[config.mk]
export PLATFORM = sky130hd
export DESIGN_NAME = decode_inst_queue
export DESIGN_NICKNAME = d
export VERILOG_FILES = /design/src/rtl/decode_inst_queue.sv
export SDC_FILE = /design/constraint.sdc
export NUM_CORES = 1
export LEC_CHECK = 0
export BUFFER_PORTS_ARGS = -buffer_cell sky130_fd_sc_hd__buf_2
export CAP_MARGIN = 10
export CELL_PAD_IN_SITES_DETAIL_PLACEMENT = 1
export CELL_PAD_IN_SITES_GLOBAL_PLACEMENT = 2
export CORE_ASPECT_RATIO = 1.75
export CORE_UTILIZATION = 25
export DETAILED_ROUTE_END_ITERATION = 16
export HOLD_SLACK_MARGIN = 0.12
export PLACE_DENSITY = 0.5
export SLEW_MARGIN = 20
export SYNTH_ARGS = -nofsm -noshare
export SYNTH_HDL_FRONTEND = slang
export SYNTH_SLANG_ARGS = --single-unit
[constraint.sdc]
create_clock -name Clk -period 7.7 [get_ports Clk]
set_clock_uncertainty 0.05 [all_clocks]
set_input_delay 1.155 -clock Clk [delete_from_list [all_inputs] [get_ports Clk]]
set_output_delay 1.155 -clock Clk [all_outputs]
set_load 0.01 [all_outputs]
[src/rtl/decode_inst_queue.sv]
`default_nettype none
// ============================================================================
// Module   : decode_inst_queue
// Purpose  : DEPTH-entry instruction buffer between fetch and decode. Each
//            entry is pre-decoded at enqueue for branch/jump and tagged with
//            its delay-slot status; the head drives decode combinationally.
// Revision : 1.0 - initial release
// ============================================================================
module decode_inst_queue #(
    parameter int DEPTH   = 4,
    parameter int PC_W    = 32,
    parameter int INSTR_W = 32,
    parameter int FLAG_W  = 3
) (
    input  logic                         Clk,
    input  logic                         Clr_n,
    // fetch side
    input  logic                         I_valid,
    output logic                         I_ready,
    input  logic [PC_W-1:0]              I_PC,
    input  logic [INSTR_W-1:0]           I_MipsInstr,
    input  logic [FLAG_W-1:0]            I_flags,
    // decode side
    output logic                         D_valid,
    input  logic                         D_ready,
    output logic [PC_W-1:0]              D_PC,
    output logic [INSTR_W-1:0]           D_MipsInstr,
    output logic [FLAG_W-1:0]            D_flags,
    output logic                         D_is_branch,
    output logic                         D_in_delayslot,
    output logic [PC_W-1:0]              D_EPC,
    // flush control
    input  logic                         exp_flush,
    input  logic                         br_flush,
    input  logic                         br_keep_head,
    output logic [$clog2(DEPTH+1)-1:0]   D_count
);

    localparam int PTR_W = $clog2(DEPTH);
    localparam int CNT_W = $clog2(DEPTH + 1);
    localparam logic [PC_W-1:0]  c_FOUR = PC_W'(4);
    localparam logic [CNT_W-1:0] c_FULL = CNT_W'(DEPTH);
    localparam logic [CNT_W-1:0] c_ONE  = CNT_W'(1);

    // Entry storage
    logic [PC_W-1:0]    r_pc    [DEPTH];
    logic [INSTR_W-1:0] r_instr [DEPTH];
    logic [FLAG_W-1:0]  r_flags [DEPTH];
    logic               r_is_br [DEPTH];
    logic               r_ds    [DEPTH];

    logic [PTR_W-1:0] r_rd_ptr, r_wr_ptr;
    logic [CNT_W-1:0] r_count;
    logic             r_last_enq_branch;

    logic [PTR_W-1:0] w_rd_ptr_nxt, w_wr_ptr_nxt;
    logic [CNT_W-1:0] w_count_nxt;
    logic             w_last_nxt;
    logic             w_wen;
    logic             w_enq, w_deq;
    logic             w_is_branch;

    // Handshakes depend only on registered occupancy
    assign I_ready = (r_count != c_FULL);
    assign D_valid = (r_count != '0);
    assign w_enq   = I_valid & I_ready;
    assign w_deq   = D_valid & D_ready;

    // Branch/jump pre-decode only makes sense for 32-bit MIPS encodings
    generate
        if (INSTR_W == 32) begin : g_predecode
            logic [5:0] w_op;
            logic [4:0] w_rt;
            logic [5:0] w_funct;
            assign w_op    = I_MipsInstr[31:26];
            assign w_rt    = I_MipsInstr[20:16];
            assign w_funct = I_MipsInstr[5:0];

            // Classify the incoming instruction as branch/jump
            always_comb begin
                w_is_branch = 1'b0;
                case (w_op)
                    6'b000100, 6'b000101, 6'b000110, 6'b000111: w_is_branch = 1'b1;
                    6'b000010, 6'b000011:                       w_is_branch = 1'b1;
                    6'b000001: w_is_branch = (w_rt == 5'b00000) || (w_rt == 5'b00001) ||
                                             (w_rt == 5'b10000) || (w_rt == 5'b10001);
                    6'b000000: w_is_branch = (w_funct == 6'b001000) || (w_funct == 6'b001001);
                    default:   w_is_branch = 1'b0;
                endcase
            end
        end else begin : g_no_predecode
            assign w_is_branch = 1'b0;
        end
    endgenerate

    // Next-state pointers/count: exp_flush beats br_flush beats normal flow
    always_comb begin
        w_rd_ptr_nxt = r_rd_ptr;
        w_wr_ptr_nxt = r_wr_ptr;
        w_count_nxt  = r_count;
        w_last_nxt   = r_last_enq_branch;
        w_wen        = 1'b0;
        if (exp_flush) begin
            w_wr_ptr_nxt = r_rd_ptr;
            w_count_nxt  = '0;
            w_last_nxt   = 1'b0;
        end else if (br_flush) begin
            // The redirect target is never a delay slot
            w_last_nxt = 1'b0;
            if (br_keep_head && (r_count != '0)) begin
                w_wr_ptr_nxt = r_rd_ptr + 1'b1;
                if (w_deq) begin
                    w_rd_ptr_nxt = r_rd_ptr + 1'b1;
                    w_count_nxt  = '0;
                end else begin
                    w_count_nxt  = c_ONE;
                end
            end else begin
                w_wr_ptr_nxt = r_rd_ptr;
                w_count_nxt  = '0;
            end
        end else begin
            if (w_enq) begin
                w_wen        = 1'b1;
                w_wr_ptr_nxt = r_wr_ptr + 1'b1;
                w_last_nxt   = w_is_branch;
            end
            if (w_deq) begin
                w_rd_ptr_nxt = r_rd_ptr + 1'b1;
            end
            case ({w_enq, w_deq})
                2'b10:   w_count_nxt = r_count + 1'b1;
                2'b01:   w_count_nxt = r_count - 1'b1;
                default: w_count_nxt = r_count;
            endcase
        end
    end

    // Control state registers
    always_ff @(posedge Clk or negedge Clr_n) begin
        if (!Clr_n) begin
            r_rd_ptr          <= '0;
            r_wr_ptr          <= '0;
            r_count           <= '0;
            r_last_enq_branch <= 1'b0;
        end else begin
            r_rd_ptr          <= w_rd_ptr_nxt;
            r_wr_ptr          <= w_wr_ptr_nxt;
            r_count           <= w_count_nxt;
            r_last_enq_branch <= w_last_nxt;
        end
    end

    // Entry storage write; delay-slot tag comes from the previous enqueue
    always_ff @(posedge Clk or negedge Clr_n) begin
        if (!Clr_n) begin
            for (int i = 0; i < DEPTH; i++) begin
                r_pc[i]    <= '0;
                r_instr[i] <= '0;
                r_flags[i] <= '0;
                r_is_br[i] <= 1'b0;
                r_ds[i]    <= 1'b0;
            end
        end else if (w_wen) begin
            r_pc[r_wr_ptr]    <= I_PC;
            r_instr[r_wr_ptr] <= I_MipsInstr;
            r_flags[r_wr_ptr] <= I_flags;
            r_is_br[r_wr_ptr] <= w_is_branch;
            r_ds[r_wr_ptr]    <= r_last_enq_branch;
        end
    end

    // Head entry presented combinationally to decode
    assign D_PC           = r_pc[r_rd_ptr];
    assign D_MipsInstr    = r_instr[r_rd_ptr];
    assign D_flags        = r_flags[r_rd_ptr];
    assign D_is_branch    = r_is_br[r_rd_ptr];
    assign D_in_delayslot = r_ds[r_rd_ptr];
    assign D_EPC          = r_ds[r_rd_ptr] ? (r_pc[r_rd_ptr] - c_FOUR) : r_pc[r_rd_ptr];
    assign D_count        = r_count;

endmodule
`default_nettype wire

Word level (Yosys, flattened, before mapping)
Index checks and enable logic that the tools add are counted.
Word-level totals
  bits in registers: 284
  output and inout bits: 106
Operators by class
  add/sub/neg operators: 5
  order comparisons: 3
  eq/ne operators: 16
  multiplexer cells: 46
  bitwise gates (word level): 5
  reductions and logical operators: 13
Operator list (count)
  $bwmux W128: 2
  $mux W32: 6
  $bmux W32 S2: 2
  $demux W32 S2: 1
  $sub A32 B3 Y32 const B: 1
  $eq A6 B3 Y1 const B: 4
  $mux W3: 6
  $mux W2: 7
  $bwmux W12: 1
  $eq A6 B2 Y1 const B: 2
  $eq A6 B4 Y1 const B: 2
  $mux W1: 12
  $eq A5 B5 Y1 const B: 2
  $bwmux W4: 2
  $bmux W3 S2: 1
  $demux W3 S2: 1
  $eq A6 B1 Y1 const B: 1
  $ge A3 B3 Y1 const B: 2
  $logic_not A6 Y1: 1
  $not A2 Y3: 2
  $pmux W3 S2: 1
  $reduce_bool A3 Y1: 2
  $reduce_or A6 Y1: 1
  $eq A5 B1 Y1 const B: 1
  other kinds (18): 25

Depth between registers and ports, before layout
Gate-level depths: netlist (run 1).
  depth in word-level cells: 8
  mapped depth: 12

Worst setup path after synthesis (run 1)
Ideal clock, no wire load.
  kind: register to output
  start point: register r_rd_ptr[1]
  end point: output port D_EPC[30]
  data arrival time: 2.982 ns
  data required time: 6.495 ns
  setup slack: 3.513 ns
  stages on the path, launching flop included: 13
  path through: dfrtp_1 > buf_2 > buf_1 > buf_2 > buf_2 > mux4_2 > inv_1 > ha_1 > and4bb_1 > nand3b_1 > clkbuf_1 > nor4_2 > xor2_1
On the way
  cells in the longest elaborated chain, start to end: 6
  elaborated cells on any way between the ends: 9
Ends and longest elaborated chain
  from (decl): RTL line 52  | logic [PTR_W-1:0] r_rd_ptr, r_wr_ptr;
  from (signal assigned): RTL line 147  | r_rd_ptr <= w_rd_ptr_nxt;
  $not A2 Y3
  $bmux W32 S2
  $mux W32 (2 in a row)
  net D_PC[3]: RTL line 26  | output logic [PC_W-1:0] D_PC,
  $sub A32 B3 Y32: RTL line 179  | assign D_EPC = r_ds[r_rd_ptr] ? (r_pc[r_rd_ptr] - c_FOUR) : r_pc[r_rd_ptr];
  $mux W32: RTL line 179
  to (decl): RTL line 31  | output logic [PC_W-1:0] D_EPC,
The timed path passes the listed nets, and every way through them passes these cells. The select of a mux whose other input is x is not followed.

Worst setup path in the final report (run 1)
  start point: register r_rd_ptr[0]
  end point: output port D_EPC[31]
On the way
  cells in the longest elaborated chain, start to end: 6
  elaborated cells on any way between the ends: 9
Ends and longest elaborated chain (RTL line)
  $not A2 Y3 (implied by the code) (*): 179
  $bmux W32 S2: 179
  $mux W32 (implied by the code) (2 in a row): 179
  $sub A32 B3 Y32: 179
  $mux W32 (*): 179
Mark *: on every way between the ends. The rest lies on a longest branch, timed or not. The select of a mux whose other input is x is not followed.

==> qor.yml, run 1 <==
status: "finished with violations"
violations: "DRC"
drc: 2
die_w_um: 174
grt_pass1_vias: 8846
area_growth_pct: 19.7
clk_latency_ps: 570
io_pins: 180
critical-path-top-delay-family: "simple AND/OR/NAND/NOR gates"
ys_seq_elements: 284
worstPathRequired_ps: 6490
mostFrequentLayoutCell: "dfrtp_1"
r2r_cells: 6
path_cells: "buf_4, mux4_2, or4_1, or2_2, nor4_2, xor2_1, buf_2"
yosys.area_share.xor_xnor_pct: 2.30
cts_setup_buffers: 0
period_share_pct: 71.1
yosys_most_used_dff: "dfrtp_1"
syn_area_per_cell_sq_um: 16.0
grt_pass1_wl_mm: 56.0
final_cell_mix: "dfrtp_1 (282), mux2_2 (276), buf_2 (178)"
start_util_pct: 25.3
hp-class: "register to register"
antenna_found_initial: 1
die_area_sq_um: 52900
worstMarginPinSlew_ps: 908
slew_headroom_pct: 39.5
grt_setup_unrepaired: "false"
synthTopCellsByArea: "dfrtp_1 (55%), mux2_2 (24%), mux4_2 (12%), xor2_1 (1.8%), buf_1 (0.95%)"
synth-simple-area-share_pct: 3.69
cts_resized: 0
worst-path-buf-inv: 2
setup_violations: 0
die_y_um: 303
io_buffer_count: 179
synth_cell_types: 44
drt_wl_total_mm: 35.6
dp.cells: 1623
critPathKind: "register to primary output"
hold_depth: 1
synth_compound_area_share_pct: 0.444
p_per_area_nw_per_um2: 434
layout.cells.non_filler: 1676
yosys.area_share.adder_pct: 0.733
synthMuxAreaShare_pct: 36.2
drive_above_1_share_pct: 59.1
synth_nets: 894
routabilityCongestion: 0.699
track_usage_pct: 13.9
route.vias.total: 7698
end_kind: "primary output"
p_total_w: 0.00674
hpwl_mm: 22.9
synth_top_family_by_area: "multiplexers"
synth_edf_count: 0
cts_max_path_buffers: 3
viasPerCell: 4.59
first_pass_iters: 10
crit_path_max_incr_delay_ps: 920
nNetsFinal: 1065
critPathMaxFanout: 34
detail-route-antenna-nets: 0
maxSlewViolCount: 0
n_antenna_cell: 0
vdd_drop_max_uv: 160
core_area_sq_um: 51300
cp_data_arrival_time_ps: 4270
async_flop_share_pct: 100
htreeDepth: 1
yosys_warnings: 0
cts_tree: "built"
numClockSinks: 284
cp.depth: 7
row_count: 110
netlist_instances: 813
grt_max_degree: 143
wl_per_cell_um: 21.2
slowest_stage: "dfrtp_4"
start_kind: "register"
clkTransAtPathRegs_ps: 60
maxCapViolations: 0
ys_seq_area_share_pct: 54.8
numCtsBuffers: 31
cts_hold_buf: 0
root_buffer: "clkbuf_16"
fin_tns_setup_ps: 0
yosys.area.top_type_share_pct: 54.8
fmax_ghz: 0.183
synth_largest_area_cell: "dfrtp_1"
min_period_ps: 5480
first_iter_violations: 262
hold_viol: 0
netlist_area_sq_um: 13000
leakage_nw: 6.98
grt.overflow.total: 0
[state kept, by name (all words and copies together) (netlist names)]
register           cells
D_count                3
r_wr_ptr               2
r_ds                   4
r_last_enq_branch      1
r_rd_ptr               2
r_flags               12
r_is_br                4
r_instr              128
r_pc                 128
[cells in the mapped netlist (3+ instances only)]
library cell  instances
mux2i_1               3
mux2_2              276
nand2_1               9
nand3_1               3
xnor2_1               8
o21ai_0               3
clkbuf_1              4
ha_1                  6
mux4_2               68
nor3_1               11
buf_1                33
nor4_2                4
or3_1                 6
nor2_1               13
buf_6                 3
buf_2                 8
dfrtp_1             284
nor4_1                6
or2_2                 6
xor2_1               26
inv_1                 4
[stage by stage]
stage               setup WS, ps  hold slack [ps]  cell area [sq um]  utilization (%)
CTS                         2010              452              15500             30.3
global placement            2690              429              14600             28.5
global route                1920              459              15500             30.3
finish                      2220              449              15500             30.3
floorplan                   3510              420              13000                -
detailed placement          2640              438              14600             28.5
[worst paths after layout]
kind	to	slack, ps	startpoint
max	D_EPC[31]	2220	r_rd_ptr[0]
min	r_flags[5]	450	r_flags[5]
max reg2reg	r_instr[27]	4450	D_count[1]
min reg2reg	r_flags[5]	450	r_flags[5]
max in group asynchronous	r_instr[33]	5720	Clr_n
min in group asynchronous	r_pc[73]	500	Clr_n
[kinds of logic (layout without fill, tap and decap cells)]
kind of cell	count (synthesis)	after routing
adder cells (fa/ha/maj)	7	7
XOR/XNOR	34	34
multiplexers	348	348
buffers and inverters	54	245
AND/OR/NAND/NOR	77	77
flip-flops	284	284
AO/OA/AOI/OAI	9	9
[cell type report]
| cell class | count | area, sq um |
|---|---|---|
| Fill cell | 5453 | 35800 |
| Timing Repair Buffer | 188 | 986 |
| Inverter | 4 | 15.0 |
| Clock buffer | 47 | 866 |
| Clock inverter | 6 | 55.1 |
| Multi-Input combinational cell | 475 | 5660 |
| Sequential cell | 284 | 7110 |
| Tap cell | 672 | 841 |
[routing by layer]
layer	share of wire, %	global-route usage [%]
met3	4.2	2.46
met4	1.9	3.78
met1	38	15.5
met5	0.037	0
met2	56	26.7
[power by group]
group	leakage, nW	internal [W]	switching, W
sequential	3.53	0.00218	0.000429
combinational	3.00	0.00149	0.00124
clock	0.453	0.000799	0.000611
Power figures use the tool's default switching activity.
==> inputs of run 2 (changes only) <==
--- a/config.mk
+++ b/config.mk
@@ -13,7 +13,7 @@
 export CORE_UTILIZATION = 25
 export DETAILED_ROUTE_END_ITERATION = 16
 export HOLD_SLACK_MARGIN = 0.12
-export PLACE_DENSITY = 0.5
+export PLACE_DENSITY = 0.52
 export SLEW_MARGIN = 20
 export SYNTH_ARGS = -nofsm -noshare
 export SYNTH_HDL_FRONTEND = slang
==> constraint.sdc (replaced) <==
create_clock -name Clk -period 4.55 [get_ports Clk]
set_clock_uncertainty 0.05 [all_clocks]
set_input_delay 0.6825 -clock Clk [delete_from_list [all_inputs] [get_ports Clk]]
set_output_delay 0.6825 -clock Clk [all_outputs]
set_load 0.01 [all_outputs]
==> run 2 against run 1 <==
Effect of this change: the flow now finishes without violations; critical path depth did not move; global-route usage down 0.079 points; total power rose by 74%; sequential cell count is the same; combinational power up 78%; sequential share of layout area is 0.86 points lower; register-to-register slack lost 2900 ps; sequential power is 64% higher; wire length hardly changed; design area rose by 1.9%; core utilization increased by 0.58 points; hold slack got worse by 310 ps.
==> qor.yml, run 2 (synthesis results as in run 1) <==
mostFrequentLayoutCell: "dfrtp_1"
route.vias.total: 7743
min_period_ps: 4370
setup_slack_ps: 182
p_per_area_nw_per_um2: 741
area_growth_pct: 22.0
fin_util_pct: 30.8
leakage_nw: 7.12
row_count: 110
fin_tns_setup_ps: 0
htreeDepth: 1
maxCapViolations: 0
die_area_sq_um: 52900
drt_wl_total_mm: 35.5
maxSlewViolCount: 0
vdd_drop_max_uv: 370
worstPathRequired_ps: 3820
die_y_um: 303
die_w_um: 174
nNetsFinal: 1077
first_iter_violations: 225
drc: 0
track_usage_pct: 13.8
worstMarginPinSlew_ps: 826
cts_resized: 0
grt_pass1_wl_mm: 55.8
antenna_found_initial: 1
hold_viol: 0
reg.largest.list: "r_instr (128), r_pc (128), r_flags (12)"
setup_violations: 0
cp_data_arrival_time_ps: 3640
slew_headroom_pct: 44.2
hp-class: "input port to async pin"
status: "completed"
cts_max_path_buffers: 3
grt.overflow.total: 0
clkTransAtPathRegs_ps: 60
top_layer: "met5"
grt_setup_unrepaired: "false"
grt_pass1_vias: 8855
n_antenna_cell: 0
routed-wl-met3_mm: 1.43
start_util_pct: 25.3
critPathMaxFanout: 28
critPathKind: "register to primary output"
first_pass_iters: 6
routabilityCongestion: 0.696
end_kind: "primary output"
fmax_ghz: 0.229
hold_ws_ps: 135
start_kind: "register"
cts_hold_buf: 0
hpwl_mm: 23.6
reg2reg_slack_ps: 1570
drive_above_1_share_pct: 60.1
fill_cells: 5432
io_pins: 180
cts_tree: "built"
clk_latency_ps: 570
numCtsBuffers: 31
period_share_pct: 96.0
place_ws_ps: 493
io_buffer_count: 179
final_cell_mix: "dfrtp_1 (282), mux2_2 (276), buf_2 (178)"
met1_length_mm: 13.7
wl_per_cell_um: 21.0
grt_max_degree: 103
root_buffer: "clkbuf_16"
viasPerCell: 4.58
core_area_sq_um: 51300
numClockSinks: 284
detail-route-antenna-nets: 0
p_total_w: 0.0117
routed-wl-met2_mm: 19.7
-- run 2: worst max-delay path, stage by stage, from the launching register on --
cell,delay (ps)
dfrtp_4,670
buf_12,270
mux4_2,400
or3_1,440
or4b_4,610
nor4_2,330
xor2_1,170
buf_2,140
-- run 2: timing repair --
item                                    4_1_cts  5_1_grt
endpoints found under the setup margin       12        0
endpoints found under the hold margin         0        0
setup buffers                                 4        0
-- run 2: worst paths after layout --
| path | from | end | cells after the start |
|---|---|---|---|
| setup / recovery | r_rd_ptr[1] | D_EPC[31] | 7 |
| hold / removal | Clr_n | r_pc[39] | 1 |
| setup reg to reg | D_count[0] | r_pc[50] | 6 |
| hold reg to reg | r_instr[44] | r_instr[44] | 1 |
| max in group asynchronous | Clr_n | r_pc[53] | 2 |
| min in group Clk | I_MipsInstr[15] | r_instr[15] | 2 |
-- run 2: cell type report --
class / instances / area, sq um / area share, %
clock buffers: 46 / 902 / 5.70
multi-input cells: 475 / 5660 / 35.7
flip-flops and latches: 284 / 7110 / 44.9
well taps: 672 / 841 / 5.31
clock inverters: 8 / 143 / 0.901
repair buffers: 200 / 1160 / 7.32
inverters: 4 / 15.0 / 0.0949
-- run 2: metal layers --
layer  vias to the layer above  track usage [%]
li1                       3398                -
met1                      4148             15.7
met2                       152             26.2
met3                        43             2.26
met4                         2             4.09
met5                         -                0
-- run 2: stage by stage --
stage / instance area (sq um) / cells
after floorplan: 13000 / 813
after global placement: 14700 / 1631
after detailed placement: 14700 / 1631
after CTS: 15800 / 1689
after global routing: 15800 / 1689
final: 15800 / 1689
-- run 2: power breakdown --
part,leakage (nW),internal [W],switching (W)
clock network,0.510,0.00158,0.00103
registers,3.53,0.00369,0.000600
logic,3.08,0.00260,0.00223
total,7.12,0.00787,0.00386
==> inputs of run 3 (changes only) <==
--- a/config.mk
+++ b/config.mk
@@ -5,7 +5,7 @@
 export SDC_FILE = /design/constraint.sdc
 export NUM_CORES = 1
 export LEC_CHECK = 0
-export BUFFER_PORTS_ARGS = -buffer_cell sky130_fd_sc_hd__buf_2
+export BUFFER_PORTS_ARGS = -buffer_cell sky130_fd_sc_hd__buf_4
 export CAP_MARGIN = 10
 export CELL_PAD_IN_SITES_DETAIL_PLACEMENT = 1
 export CELL_PAD_IN_SITES_GLOBAL_PLACEMENT = 2
==> run 3 against run 2 <==
Effect of this change: the flow now finishes with violations (DRC); worst setup slack better by 71 ps; total power up 4.0%; die area unchanged; combinational power up 9.5%; sequential share of layout area down 1.3 points; design area up 3.0%; hold slack worse by 31 ps; core utilization up 0.94 points; wire length up 2.5%.
==> qor.yml, run 3 (synthesis results as in run 1) <==
first_pass_iters: 10
route.vias.total: 7730
status: "finished with violations"
nNetsFinal: 1082
start_util_pct: 25.3
end_kind: "primary output"
mostFrequentLayoutCell: "dfrtp_1"
period_share_pct: 94.4
numClockSinks: 284
cts_tree: "built"
drc: 2
io_pins: 180
clk_latency_ps: 570
drive_above_1_share_pct: 60.4
maxCapViolations: 0
crit_start: "r_rd_ptr[0]"
cts_max_path_buffers: 3
hpwl_mm: 24.2
maxSlewViolCount: 0
fin_util_pct: 31.8
wl_per_cell_um: 21.5
track_usage_pct: 14.1
multi_input_area_sq_um: 5670
grt_pass1_vias: 8873
n_antenna_cell: 0
grt_setup_unrepaired: "false"
fin_tns_setup_ps: 0
violations: "DRC"
leakage_nw: 7.28
vdd_drop_max_uv: 324
hp-class: "input port to async pin"
p_per_area_nw_per_um2: 748
numCtsBuffers: 31
final_cell_mix: "dfrtp_1 (282), mux2_2 (276), buf_4 (197)"
first_iter_violations: 235
antenna_found_initial: 1
fill_cells: 5359
intPower_w: 0.00826
drt_wl_total_mm: 36.4
viasPerCell: 4.56
critPathKind: "register to primary output"
reg2reg_from: "D_count[0]"
hold_viol: 0
slew_headroom_pct: 35.1
die_y_um: 303
reg.largest.list: "r_instr (128), r_pc (128), r_flags (12)"
fmax_ghz: 0.233
cts_hold_buf: 0
area_growth_pct: 25.7
clkTransAtPathRegs_ps: 60
htreeDepth: 1
p_sw_share_pct: 32.3
routabilityCongestion: 0.686
core_area_sq_um: 51300
cp_data_arrival_time_ps: 3560
grt_max_degree: 115
io_buffer_count: 179
root_buffer: "clkbuf_16"
row_count: 110
power.share.clock_pct: 21.3
combPwrFrac_pct: 43.3
seqPwrFrac_pct: 35.3
worstMarginPinSlew_ps: 974
grt.overflow.total: 0
grt_pass1_wl_mm: 56.8
critPathMaxFanout: 10
detail-route-antenna-nets: 0
p_switching_w: 0.00394
setup_violations: 0
regArea_sq_um: 7110
start_kind: "register"
worstPathRequired_ps: 3820
min_period_ps: 4300
die_w_um: 174
die_area_sq_um: 52900
r2r_cells: 6
[run 3: cell types whose count changed in the layout (fill, tap and decap cells not counted), moves of 2 or more]
cell      previous run  this run
buf_4               13       197
clkbuf_1             8        10
clkinv_2             3         5
nor4_2               4         6
buf_2              178         0
nor4_1               6         4
[run 3: critical path, cell delays in order (launching register included)]
cell     delay (ps)
dfrtp_4         480
buf_4           260
mux4_2          590
or3_4           440
or4b_4          570
nor4_2          330
xor2_1          170
buf_4           140
[run 3: path summary, 6_finish.rpt]
| path | slack, ps | to |
|---|---|---|
| max in group asynchronous | 3190 | r_pc[17] |
| min in group Clk | 320 | r_instr[71] |
| worst min-delay path | 100 | r_pc[71] |
| worst max-delay path | 250 | D_EPC[31] |
| worst min register to register | 450 | r_instr[53] |
| worst max register to register | 1630 | r_pc[55] |
[run 3: layout make-up]
| cell class | instances | area share [%] |
|---|---|---|
| clock buffer | 49 | 5.66 |
| clock inverter | 8 | 0.706 |
| inverter | 4 | 0.0921 |
| multi-input combinational | 475 | 34.8 |
| sequential | 284 | 43.6 |
| tap | 672 | 5.15 |
| timing repair buffer | 205 | 10.0 |
[run 3: layer usage]
metal  wire length [um]  vias up  global-route usage (%)
li1                   -     3389                       -
met1              14100     4143                    16.1
met2              20000      156                    26.5
met3               1560       40                    2.55
met4                723        2                    4.05
met5                 12        -                       0
[run 3: repair_timing]
item                                    CTS  global route
setup buffers                             3             0
hold endpoints to repair                  0             0
endpoints found under the setup margin    8             0
resized for setup                         2             0
[run 3: metrics by stage]
step	std cells	power [W]	instance area, sq um	setup slack (ps)	hold slack (ps)
after floorplan	813	0.00740	13000	835	337
after global placement	1637	0.00969	15200	493	431
after detailed placement	1637	0.00978	15200	479	439
after CTS	1697	0.0125	16300	154	141
after global routing	1697	0.0130	16300	70.6	167
final	1697	0.0122	16300	253	104
[run 3: power groups by stage]
stage | logic, W | clock network (W) | registers (W)
2_1_floorplan | 0.00334 | 0 | 0.00406
3_3_place_gp | 0.00532 | 0 | 0.00437
3_5_place_dp | 0.00536 | 0 | 0.00442
4_1_cts | 0.00546 | 0.00273 | 0.00433
5_1_grt | 0.00575 | 0.00282 | 0.00448
6_report | 0.00529 | 0.00260 | 0.00431
